[src/rtl/cdb_arbiter_pkg.sv]
// ============================================================================
// Module : qu_uop (package)
// Brief  : Shared micro-op types for result broadcast and retire.
// Rev    : 1.0 - initial release
// ============================================================================
`default_nettype none

package qu_uop;

  localparam int c_NUM_FU = 4;
  localparam int c_ROB_AW = 4;

  typedef logic [31:0] phy_rf_data_t;

  typedef struct packed {
    logic                busy;
    logic [c_ROB_AW-1:0] rob_addr;
    logic [5:0]          opcode;
    logic [5:0]          dst_preg;
  } res_st_cell_t;

  typedef struct packed {
    phy_rf_data_t value;
    logic         comp_result;
    res_st_cell_t op;
  } fu_result_t;

  typedef enum logic [0:0] {
    ST_IDLE = 1'b0,
    ST_SEND = 1'b1
  } cdb_state_t;

endpackage

`default_nettype wire

[src/rtl/cdb_arbiter_if.sv]
// ============================================================================
// Module : cdb_arbiter_if
// Brief  : FU request side and retire side signals of the result arbiter.
// Rev    : 1.0 - initial release
// ============================================================================
`default_nettype none

interface cdb_arbiter_if
  import qu_uop::*;
#(
  parameter int NUM_FU = c_NUM_FU
) ();

  logic [NUM_FU-1:0]              fu_valid;
  fu_result_t [NUM_FU-1:0]        fu_result;
  logic [NUM_FU-1:0]              fu_ready;
  logic                           retire_ready;
  logic                           flush;
  phy_rf_data_t                   value_out;
  logic                           comp_result_out;
  res_st_cell_t                   op_out;
  logic [15:0]                    conflict_cnt;

  // Arbiter side
  modport slave (
    input  fu_valid, fu_result, retire_ready, flush,
    output fu_ready, value_out, comp_result_out, op_out, conflict_cnt
  );

  // Environment side (FUs + retire stage)
  modport master (
    output fu_valid, fu_result, retire_ready, flush,
    input  fu_ready, value_out, comp_result_out, op_out, conflict_cnt
  );

endinterface

`default_nettype wire

[src/rtl/cdb_arbiter_rr_arbiter.sv]
// ============================================================================
// Module : rr_arbiter
// Brief  : Combinational round-robin pick: first set req at or after ptr.
// Rev    : 1.0 - initial release
// ============================================================================
`default_nettype none

module rr_arbiter #(
  parameter int NUM_FU = 4,
  parameter int PW     = 2
) (
  input  wire  [NUM_FU-1:0] req,
  input  wire  [PW-1:0]     ptr,
  output logic [NUM_FU-1:0] gnt
);

  logic          w_found;
  logic [PW:0]   w_idx;

  always_comb begin
    gnt     = '0;
    w_found = 1'b0;
    w_idx   = '0;
    for (int k = 0; k < NUM_FU; k++) begin
      // ptr + k never reaches 2*NUM_FU, so one conditional subtract wraps it
      w_idx = {1'b0, ptr} + (PW+1)'(k);
      if (w_idx >= (PW+1)'(NUM_FU)) begin
        w_idx = w_idx - (PW+1)'(NUM_FU);
      end
      if (!w_found && req[w_idx[PW-1:0]]) begin
        gnt[w_idx[PW-1:0]] = 1'b1;
        w_found            = 1'b1;
      end
    end
  end

endmodule

`default_nettype wire

[src/rtl/cdb_arbiter.sv]
// ============================================================================
// Module : cdb_arbiter
// Brief  : Round-robin common-data-bus arbiter with a one-entry output register.
// Rev    : 1.0 - initial release
// ============================================================================
`default_nettype none

module cdb_arbiter
  import qu_uop::*;
#(
  parameter int NUM_FU = c_NUM_FU
) (
  input wire           clk,
  input wire           rst,
  cdb_arbiter_if.slave bus
);

  localparam int PW = $clog2(NUM_FU);

  cdb_state_t        r_state;
  logic [PW-1:0]     r_ptr;
  phy_rf_data_t      r_value;
  logic              r_comp;
  res_st_cell_t      r_op;
  logic [15:0]       r_cnt;

  logic [NUM_FU-1:0] w_gnt;
  logic [NUM_FU-1:0] w_ready;
  logic [PW-1:0]     w_gnt_idx;
  logic [PW-1:0]     w_ptr_nxt;
  logic              w_free;
  logic              w_grant_en;
  logic              w_grant;
  logic              w_conflict;
  fu_result_t        w_sel;
  res_st_cell_t      w_op_out;

  rr_arbiter #(
    .NUM_FU (NUM_FU),
    .PW     (PW)
  ) u_rr (
    .req (bus.fu_valid),
    .ptr (r_ptr),
    .gnt (w_gnt)
  );

  assign w_free     = (r_state == ST_IDLE) || bus.retire_ready;
  // rst gates the grant so fu_ready is low for the whole reset interval
  assign w_grant_en = w_free && !bus.flush && rst;
  assign w_ready    = w_grant_en ? w_gnt : '0;
  assign w_grant    = |w_ready;
  assign w_conflict = |(bus.fu_valid & ~w_ready);

  always_comb begin
    w_gnt_idx = '0;
    for (int i = 0; i < NUM_FU; i++) begin
      if (w_gnt[i]) begin
        w_gnt_idx = PW'(i);
      end
    end
  end

  assign w_ptr_nxt = (w_gnt_idx == PW'(NUM_FU - 1)) ? '0 : w_gnt_idx + 1'b1;
  assign w_sel     = bus.fu_result[w_gnt_idx];

  always_ff @(posedge clk or negedge rst) begin
    if (!rst) begin
      r_state <= ST_IDLE;
      r_ptr   <= '0;
      r_value <= '0;
      r_comp  <= 1'b0;
      r_op    <= '0;
      r_cnt   <= '0;
    end else begin
      if (w_conflict && (r_cnt != 16'hFFFF)) begin
        r_cnt <= r_cnt + 16'd1;
      end
      if (bus.flush) begin
        r_state <= ST_IDLE;
      end else if (w_grant) begin
        r_state <= ST_SEND;
        r_ptr   <= w_ptr_nxt;
        r_value <= w_sel.value;
        r_comp  <= w_sel.comp_result;
        r_op    <= w_sel.op;
      end else if (w_free) begin
        r_state <= ST_IDLE;
      end
    end
  end

  // The incoming op.busy is not trusted; the FSM state is the valid flag
  always_comb begin
    w_op_out      = r_op;
    w_op_out.busy = (r_state == ST_SEND);
  end

  assign bus.fu_ready        = w_ready;
  assign bus.value_out       = r_value;
  assign bus.comp_result_out = r_comp;
  assign bus.op_out          = w_op_out;
  assign bus.conflict_cnt    = r_cnt;

endmodule

`default_nettype wire

[src/flat_wrapper.sv]
// flat-port wrapper written by rule: the top's interface ports become plain ports
module cdb_arbiter_flat import qu_uop::*;
#(
  parameter int NUM_FU = c_NUM_FU
)
  (clk, rst, bus_fu_valid, bus_fu_result, bus_retire_ready, bus_flush, bus_fu_ready, bus_value_out, bus_comp_result_out, bus_op_out, bus_conflict_cnt);
  cdb_arbiter_if #(.NUM_FU(NUM_FU)) bus_i ();
  input wire clk;
  input wire rst;
  input wire logic [$bits(bus_i.fu_valid)-1:0] bus_fu_valid;
  input wire logic [$bits(bus_i.fu_result)-1:0] bus_fu_result;
  input wire logic [$bits(bus_i.retire_ready)-1:0] bus_retire_ready;
  input wire logic [$bits(bus_i.flush)-1:0] bus_flush;
  output wire logic [$bits(bus_i.fu_ready)-1:0] bus_fu_ready;
  output wire logic [$bits(bus_i.value_out)-1:0] bus_value_out;
  output wire logic [$bits(bus_i.comp_result_out)-1:0] bus_comp_result_out;
  output wire logic [$bits(bus_i.op_out)-1:0] bus_op_out;
  output wire logic [$bits(bus_i.conflict_cnt)-1:0] bus_conflict_cnt;
  assign bus_i.fu_valid = bus_fu_valid;
  assign bus_i.fu_result = bus_fu_result;
  assign bus_i.retire_ready = bus_retire_ready;
  assign bus_i.flush = bus_flush;
  assign bus_fu_ready = bus_i.fu_ready;
  assign bus_value_out = bus_i.value_out;
  assign bus_comp_result_out = bus_i.comp_result_out;
  assign bus_op_out = bus_i.op_out;
  assign bus_conflict_cnt = bus_i.conflict_cnt;
  cdb_arbiter #(.NUM_FU(NUM_FU)) u_core (.clk(clk), .rst(rst), .bus(bus_i));
endmodule
[config.mk]
export PLATFORM = sky130hd
export DESIGN_NAME = cdb_arbiter_flat
export DESIGN_NICKNAME = d
export VERILOG_FILES = /design/src/rtl/cdb_arbiter_pkg.sv /design/src/rtl/cdb_arbiter_if.sv /design/src/rtl/cdb_arbiter_rr_arbiter.sv /design/src/rtl/cdb_arbiter.sv /design/src/flat_wrapper.sv
export SDC_FILE = /design/constraint.sdc
export NUM_CORES = 1
export LEC_CHECK = 0
export ABC_AREA = 0
export CAP_MARGIN = 40
export CORE_MARGIN = 10
export CORE_UTILIZATION = 40
export CTS_CLUSTER_DIAMETER = 30
export CTS_CLUSTER_SIZE = 12
export DETAILED_ROUTE_END_ITERATION = 6
export PLACE_DENSITY = 0.92
export SYNTH_ARGS = -nofsm -noshare
export SYNTH_HDL_FRONTEND = slang
export SYNTH_HIERARCHICAL = 1
export SYNTH_SLANG_ARGS = --single-unit
[constraint.sdc]
create_clock -name clk -period 7.05 [get_ports clk]
set_input_delay 1.41 -clock clk [delete_from_list [all_inputs] [get_ports clk]]
set_output_delay 1.41 -clock clk [all_outputs]
set_load 0.02 [all_outputs]
==> results of run 1 <==
[kinds of logic (layout without fill, tap and decap cells)]
kind of cell               after synthesis  in the layout  synth area share (%)
xor gates and xnor gates                15             15                  2.84
DFF                                     68             68                  36.8
buffers and inverters                   45            304                  4.63
and+or+nand+nor                        157            157                  15.9
AOI/OAI and AO/OA                      116            116                  14.5
muxes                                  103            103                  23.5
adders and majority gates                7              7                  1.89
[state kept, by name, indices dropped and copies added, names as in the netlist]
signal / flops
u_core/r_ptr: 2
u_core/bus.op_out: 16
u_core/bus.comp_result_out: 1
u_core/bus.conflict_cnt: 16
u_core/bus.value_out: 32
u_core/r_state: 1
[final cells by class]
type / count / area share, %
Clock inverter: 4 / 0.946
Multi-Input combinational cell: 398 / 35.1
Tap cell: 143 / 2.29
Inverter: 7 / 0.337
Sequential cell: 68 / 21.8
Clock buffer: 12 / 3.03
Timing Repair Buffer: 281 / 36.5
[worst paths after layout]
path | start | endpoint
min | u_core/bus.value_out[30] | u_core/bus.value_out[30]
max in group asynchronous | rst | u_core/bus.conflict_cnt[0]
max | bus_fu_valid[3] | bus_fu_ready[0]
max reg2reg | u_core/r_ptr[0] | u_core/bus.conflict_cnt[1]
min in group asynchronous | rst | u_core/bus.value_out[24]
min reg2reg | u_core/bus.value_out[30] | u_core/bus.value_out[30]
[per-stage QoR]
stage                     util [%]  cells  hold WS [ps]
after global routing          68.6    913           506
after global placement        65.1    893           467
after floorplan                  -    511           589
after CTS                     68.4    912           486
after detailed placement      65.7    896           475
final                         68.6    913           480
[cells in the final DEF, fill, tap and decap left out, types with 4 or more instances in the layout]
| master | instances |
|---|---|
| o21ai_0 | 54 |
| o21ai_1 | 49 |
| clkdlybuf4s50_1 | 272 |
| and3_1 | 6 |
| xnor2_1 | 4 |
| clkbuf_16 | 9 |
| ha_1 | 7 |
| a31oi_4 | 4 |
| nor3_1 | 6 |
| buf_4 | 4 |
| nand2_1 | 116 |
| mux2i_1 | 98 |
| xor2_1 | 11 |
| dfrtp_1 | 68 |
| inv_1 | 7 |
[power by group through the flow]
stage	registers [uW]	clock network, uW	logic [uW]
6_report	702	466	2140
4_1_cts	703	476	2150
2_1_floorplan	892	0	1160
3_3_place_gp	692	0	2030
3_5_place_dp	707	0	2140
5_1_grt	729	494	2320
[worst min-delay path, stage by stage, from the launching register on]
cell     delay (ps)
dfrtp_1         330
nand2_1          50
o21ai_1          60
[routing by layer]
metal / wire (microns) / up-vias
met5: 13 / -
met4: 441 / 2
met3: 1670 / 29
met2: 8650 / 206
met1: 5980 / 2187
li1: - / 2311
==> impl_metrics.ini, run 1 <==
[sta]
finalWorstSetupSlack_ps = 1500
tns_ps = 0
finalMaxSlewViolations = 0
clock_skew_ps = 8.36
min_period_ps = 5550
hold_viol_final = 0
tightestPinTransition_ps = 893
maxSlewHeadroom_pct = 40.5
setup-violations-final = 0
period_share_pct = 78.7
fmax_mhz = 180
rsz0062_at_grt = no

[power_and_ir_drop]
switching_share_pct = 43.7
pwr-share-comb_pct = 64.7
pwr-share-seq_pct = 21.2
power_leakage_uw = 0.00310
cellInternalPower_uw = 1860
p_switching_uw = 1450
finalPower_uw = 3310
peakVddDrop_uv = 223
power_density_mw_per_mm2 = 424
p_clk_share_pct = 14.1

[synth]
synthCells = 511
synth_flop_cell = dfrtp_1
synth_warnings = 6
ys_types = 39
ys_ff_latch = 68
syn_avg_cell_area_sq_um = 9.05
async_flop_share_pct = 100
syn_area_sq_mm = 0.00463
synth_area_leaders = dfrtp_1 (37%), mux2i_1 (21%), nand2_1 (9.4%)
syn_nets = 726
yosys.area.top_type_share_pct = 36.8
synth_common_cells = nand2_1 (116), mux2i_1 (98), dfrtp_1 (68), o21ai_0 (54), o21ai_1 (49)
yosysSeqAreaShare_pct = 36.8
synth-edff-count = 0
yosysTopAreaCell = dfrtp_1
yosysMostFrequentCell = nand2_1

[die]
core_area_sq_mm = 0.0114
start_util_pct = 40.7
die-area_sq_mm = 0.0163
die_w_microns = 128
die_y_microns = 128
pin_count = 278
rows = 39

[run_status]
status = finished, final reports clean

[routing]
via_per_inst = 5.19
drtPass1Iterations = 6
drt_iter0_drc = 248
wl_per_cell_microns = 18.4
ant_nets = 0
via_count = 4735
wirelength_microns = 16800
drc = 0

[grt]
grt_use_met1_pct = 19.8
grt_first_pass_wirelength_microns = 26000
grtUsageMet3_pct = 7.86
met2_usage_pct = 35.7
grt_max_degree = 102
grt.busiest_layer = met2
antenna_found_initial = 1
gr-total-overflow = 0
grt.total_usage_pct = 19.6
grt_pass1_vias = 5164

[setup_path]
crit_fanout = 10
worstSetupPathType = primary input to output port
timing.reg2reg.setup_slack_ps = 2660
cp_slowest_cell = mux4_2
max_stage_delay_ps = 620
crit_path_end_kind = output port
cp.arrival_ps = 4140
cp_data_required_time_ps = 5640
cp.depth = 6
start_kind = primary input
path_buf_inv = 2
path_cells = clkdlybuf4s50_1 -> mux4_2 -> nor4b_4 -> a221o_1 -> and3_1 -> clkdlybuf4s50_1
reg2regPathDepth = 10
cpLargestDelayFamily = buffers and inverters
cp_common_cell = clkdlybuf4s50_1

[layout]
layout-drive-gt1-share_pct = 4.94
finalNetCount = 980
regArea_sq_mm = 0.00170
multi_input_area_sq_mm = 0.00274
n_antenna_cell = 0
design_area_sq_mm = 0.00780
syn_to_final_growth_pct = 68.7
fill_cells = 829

[cts]
cts_tree = done
insertion_delay_ps = 320
cts_buffer_depth = 2
cts_buffers = 9
h-tree-depth = 3
root_buffer = clkbuf_16
postCtsSetupBuffers = 0
cts.repair.resized = 0
path_clk_slew_ps = 50
cts_sinks = 68
hold_buffers = 0

[place]
dpl_worst_slack_ps = 1560
port-buffer-count = 273
routabilityCongestion = 0.832
dpl_cell_area_sq_mm = 0.00747
dpl.hpwl_microns = 13600

[hold_path]
worstHoldPathCells = 2
min_path_type = register to register

[flow_run]
drv_cap = 0
Power figures use the tool's default switching activity.
==> run 2, diff against run 1 <==
--- a/config.mk
+++ b/config.mk
@@ -8,11 +8,11 @@
 export ABC_AREA = 0
 export CAP_MARGIN = 40
 export CORE_MARGIN = 10
-export CORE_UTILIZATION = 40
+export CORE_UTILIZATION = 35
 export CTS_CLUSTER_DIAMETER = 30
 export CTS_CLUSTER_SIZE = 12
 export DETAILED_ROUTE_END_ITERATION = 6
-export PLACE_DENSITY = 0.92
+export PLACE_DENSITY = 0.86
 export SYNTH_ARGS = -nofsm -noshare
 export SYNTH_HDL_FRONTEND = slang
 export SYNTH_HIERARCHICAL = 1
==> constraint.sdc (replaced) <==
create_clock -name clk -period 5.1 [get_ports clk]
set_input_delay 1.02 -clock clk [delete_from_list [all_inputs] [get_ports clk]]
set_output_delay 1.02 -clock clk [all_outputs]
set_load 0.02 [all_outputs]
==> run 2 against run 1 <==
Against the previous run: sequential cell count unchanged; sequential power increased by 38%; worst hold slack got worse by 0.67 ps; clock power increased by 18%; largest cell class unchanged; core utilization decreased by 7.7 points; count of clock-buffer cells in the layout decreased by 1; wire length increased by 0.83%; sequential share of layout area about the same; final cell count increased by 3.3%; highest routed layer is now met4; combinational power increased by 37%; non-clock buffer count increased by 3; setup slack got worse by 1100 ps.
==> impl_metrics.ini, run 2 (same netlist as run 1, synthesis figures left out) <==
[layout]
layout-drive-gt1-share_pct = 5.32
layout_common_cells = clkdlybuf4s50_1 (272), nand2_1 (116), mux2i_1 (98)
fill_cells = 1074
stdcell_count = 943
finalNetCount = 983
fin_util_pct = 61.0
largest_reg_flops = 32
final_common_cell = clkdlybuf4s50_1
n_antenna_cell = 0
syn_to_final_growth_pct = 68.4

[routing]
via_count = 4599
drc = 0
ant_nets = 0
drtPass1Iterations = 4
via_per_inst = 4.88
wirelength_microns = 16900
drt_iter0_drc = 225
wl_per_cell_microns = 17.9

[setup_path]
max_stage_delay_ps = 620
crit_path_end_kind = output port
cp_data_required_time_ps = 4080
cp_slowest_cell = mux4_2
cp.depth = 6
worstSetupPathType = primary input to output port
path_cells = clkdlybuf4s50_1 -> mux4_2 -> nor4b_4 -> a221o_1 -> and3_1 -> clkdlybuf4s50_1
crit_fanout = 10
cp.arrival_ps = 3730
cpLargestDelayFamily = buffers and inverters
path_buf_inv = 2
reg2regPathDepth = 11
cp_common_cell = clkdlybuf4s50_1
start_kind = primary input

[place]
dp.cells = 929
port-buffer-count = 273
dpl.hpwl_microns = 13800
routabilityCongestion = 0.863

[cts]
path_clk_slew_ps = 50
cts_buffers = 9
cts_tree = done
root_buffer = clkbuf_16
h-tree-depth = 3
cts_buffer_depth = 2
cts_sinks = 68
insertion_delay_ps = 320
postCtsSetupBuffers = 0
cts.repair.resized = 0
hold_buffers = 0

[sta]
min_period_ps = 4750
clock_skew_ps = 7.11
rsz0062_at_grt = no
finalMaxSlewViolations = 0
fmax_mhz = 211
hold_viol_final = 0
holdWs_ps = 479
tightestPinTransition_ps = 571
maxSlewHeadroom_pct = 61.9
setup-violations-final = 0
tns_ps = 0
period_share_pct = 93.1

[grt]
grt_pass1_vias = 4874
antenna_found_initial = 0
grt_max_degree = 57
grt.total_usage_pct = 17.7
gr-total-overflow = 0
grt_first_pass_wirelength_microns = 25800

[power_and_ir_drop]
p_clk_share_pct = 12.3
power_density_mw_per_mm2 = 572
cellInternalPower_uw = 2460
p_switching_uw = 2000
pwr-share-seq_pct = 21.7
pwr-share-comb_pct = 66.0
switching_share_pct = 44.8
peakVddDrop_uv = 275
power_leakage_uw = 0.00309

[die]
die_y_microns = 135
core_area_sq_mm = 0.0128
die-area_sq_mm = 0.0182
die_w_microns = 135
pin_count = 278
start_util_pct = 36.2
rows = 41

[hold_path]
min_path_type = register to register
worstHoldPathCells = 2

[flow_run]
drv_cap = 0

[run_status]
status = finished, final reports clean
[run 2: cell type report]
class / count / area [sq um] / share of cell area (%)
clock buffers: 11 / 243 / 3.12
clock inverters: 3 / 15.0 / 0.193
inverters: 7 / 26.3 / 0.337
multi-input cells: 398 / 2750 / 35.3
flip-flops and latches: 68 / 1700 / 21.8
well taps: 172 / 215 / 2.76
repair buffers: 284 / 2840 / 36.4
[run 2: power by group through the flow]
stage | combinational (uW) | sequential, uW | clock, uW
after floorplan | 1610 | 1230 | 0
after global placement | 2920 | 960 | 0
after detailed placement | 2970 | 979 | 0
after CTS | 2980 | 971 | 563
after global routing | 3210 | 1010 | 584
final | 2940 | 968 | 549
[run 2: through the flow]
step	cell area (sq um)	power (uW)	setup WS [ps]
after floorplan	4630	2840	991
after global placement	7510	3880	420
after detailed placement	7530	3950	371
after CTS	7790	4510	369
after global routing	7790	4800	227
final	7790	4460	354
[run 2: tightest hold or removal path: cells and delay by family, from the launching register on]
kind | cells | cell delay [ps]
compound gates | 1 | 60
flops | 1 | 340
simple gates | 1 | 50
[run 2: layer usage]
layer | global-route usage [%] | part of all wire [%] | vias to the layer above
li1 | - | - | 2308
met1 | 18.3 | 38 | 2104
met5 | 0 | 0 | -
met3 | 7.27 | 9.1 | 12
met2 | 32.4 | 52 | 175
met4 | 4.01 | 1.0 | 0
[run 2: path summary, 6_finish.rpt]
kind                                           from                  endpoint  slack [ps]
setup / recovery                    bus_fu_valid[1]           bus_fu_ready[0]         350
max in group asynchronous                       rst     u_core/bus.op_out[11]        3840
hold reg to reg            u_core/bus.value_out[24]  u_core/bus.value_out[24]         480
min in group asynchronous                       rst     u_core/bus.op_out[10]         720
setup reg to reg                    u_core/r_ptr[0]  u_core/bus.value_out[27]        1220
hold / removal             u_core/bus.value_out[24]  u_core/bus.value_out[24]         480
==> run 3, diff against run 2 <==
--- a/config.mk
+++ b/config.mk
@@ -7,12 +7,12 @@
 export LEC_CHECK = 0
 export ABC_AREA = 0
 export CAP_MARGIN = 40
-export CORE_MARGIN = 10
 export CORE_UTILIZATION = 35
 export CTS_CLUSTER_DIAMETER = 30
 export CTS_CLUSTER_SIZE = 12
 export DETAILED_ROUTE_END_ITERATION = 6
-export PLACE_DENSITY = 0.86
+export PLACE_DENSITY = 0.79
+export SLEW_MARGIN = 10
 export SYNTH_ARGS = -nofsm -noshare
 export SYNTH_HDL_FRONTEND = slang
 export SYNTH_HIERARCHICAL = 1
==> run 3 against run 2 <==
Against the previous run: die area down 25%; largest power group unchanged; wire length down 15%; design area up 0.77%; sequential cell count unchanged; worst hold slack worse by 1.0 ps; sequential power about the same; setup slack better by 2.2 ps; count of clock-buffer cells in the layout unchanged; fmax about the same; clock power up 20%.
==> impl_metrics.ini, run 3 (same netlist as run 1, synthesis figures left out) <==
[sta]
tightestPinTransition_ps = 862
hold_viol_final = 0
rsz0062_at_grt = no
fmax_mhz = 211
tns_ps = 0
min_period_ps = 4740
setup-violations-final = 0
maxSlewHeadroom_pct = 42.5
clock_skew_ps = 2.75
finalMaxSlewViolations = 0
holdWs_ps = 478
period_share_pct = 93.0

[power_and_ir_drop]
finalPower_uw = 4530
pwr-share-seq_pct = 21.4
switching_share_pct = 43.2
power_leakage_uw = 0.00312
power_density_mw_per_mm2 = 577
p_switching_uw = 1960
peakVddDrop_uv = 378
p_clk_share_pct = 14.6
pwr-share-comb_pct = 64.0
cellInternalPower_uw = 2570

[routing]
wl_per_cell_microns = 15.2
via_count = 4641
drt_iter0_drc = 154
drtPass1Iterations = 6
ant_nets = 0
via_per_inst = 4.91
drc = 0
wirelength_microns = 14400

[setup_path]
cp.arrival_ps = 3720
crit_fanout = 10
worstReg2RegEnd = u_core/bus.conflict_cnt[1]
timing.reg2reg.setup_slack_ps = 1220
start_kind = primary input
reg2regPathDepth = 11
rr_startpoint = u_core/r_ptr[0]
worstSetupPathType = primary input to output port
crit_path_end_kind = output port
cp_data_required_time_ps = 4080

[grt]
grt_first_pass_wirelength_microns = 21700
grt_max_degree = 56
grt_pass1_vias = 4560
antenna_found_initial = 0
grt.total_usage_pct = 21.0
gr-total-overflow = 0

[cts]
root_buffer = clkbuf_16
postCtsSetupBuffers = 0
cts_sinks = 68
cts_tree = done
cts_buffers = 9
path_clk_slew_ps = 50
cts.repair.resized = 0
cts_buffer_depth = 2
hold_buffers = 0
h-tree-depth = 3
insertion_delay_ps = 320

[die]
pin_count = 278
start_util_pct = 36.2
core_area_sq_mm = 0.0128
die_y_microns = 117
die-area_sq_mm = 0.0137
die_w_microns = 117
rows = 41

[layout]
n_antenna_cell = 0
final_common_cell = clkdlybuf4s50_1
largest_reg_flops = 32
finalNetCount = 983
stdcell_count = 945
fill_cells = 1044
layout-drive-gt1-share_pct = 5.56
layout_common_cells = clkdlybuf4s50_1 (272), nand2_1 (116), mux2i_1 (98)
syn_to_final_growth_pct = 69.7

[place]
dpl.hpwl_microns = 11400
routabilityCongestion = 0.817
port-buffer-count = 273
dp.cells = 929

[hold_path]
worstHoldPathCells = 2
worstHoldEndpoint = u_core/bus.op_out[10]
min_path_type = register to register
worstHoldStart = u_core/bus.op_out[10]

[flow_run]
drv_cap = 0

[run_status]
status = finished, final reports clean
run 3: final cells by class:
class                      count  area, sq um  share of cell area [%]
clock buffer                  11          243                    3.09
clock inverter                 5         75.1                   0.956
inverter                       7         26.3                   0.335
tap                          172          215                    2.74
timing repair buffer         284         2840                    36.1
multi-input combinational    398         2750                    35.0
sequential                    68         1700                    21.7
run 3: how the worst max path moves through the flow:
stage,start,to,slack [ps],depth (start not counted)
2_1_floorplan,bus_fu_valid[3],bus_fu_ready[2],990,7
6_report,bus_fu_valid[1],bus_fu_ready[0],360,6
3_3_place_gp,bus_fu_valid[3],bus_fu_ready[0],450,6
5_1_grt,bus_fu_valid[0],bus_fu_ready[0],260,6
3_5_place_dp,bus_fu_valid[1],bus_fu_ready[0],350,6
4_1_cts,bus_fu_valid[1],bus_fu_ready[0],350,6
run 3: power by group through the flow:
stage                     Combinational (uW)  Clock (uW)  Sequential (uW)
after floorplan                         1610           0             1230
after global placement                  2850           0              961
after detailed placement                2930           0              980
after CTS                               2940         677              973
after global routing                    3170         703             1010
final                                   2900         661              968
run 3: metrics by stage:
stage                     setup WS [ps]  cell area [sq um]  utilization, %
after floorplan                     991               4630               -
after global placement              450               7510            58.8
after detailed placement            353               7530            59.0
after CTS                           354               7850            61.5
after global routing                265               7850            61.5
final                               356               7850            61.5
run 3: per-layer routing:
layer | vias up | GRT usage (%) | share of wire, %
li1 | 2311 | - | -
met1 | 2133 | 21.8 | 38
met2 | 174 | 39.3 | 53
met3 | 23 | 5.72 | 7.2
met4 | 0 | 9.45 | 2.4
met5 | - | 0 | 0
run 3: critical path: stages:
cell	delay, ps
clkdlybuf4s50_1	480
mux4_2	620
nor4b_4	450
a221o_1	340
and3_1	200
clkdlybuf4s50_1	600
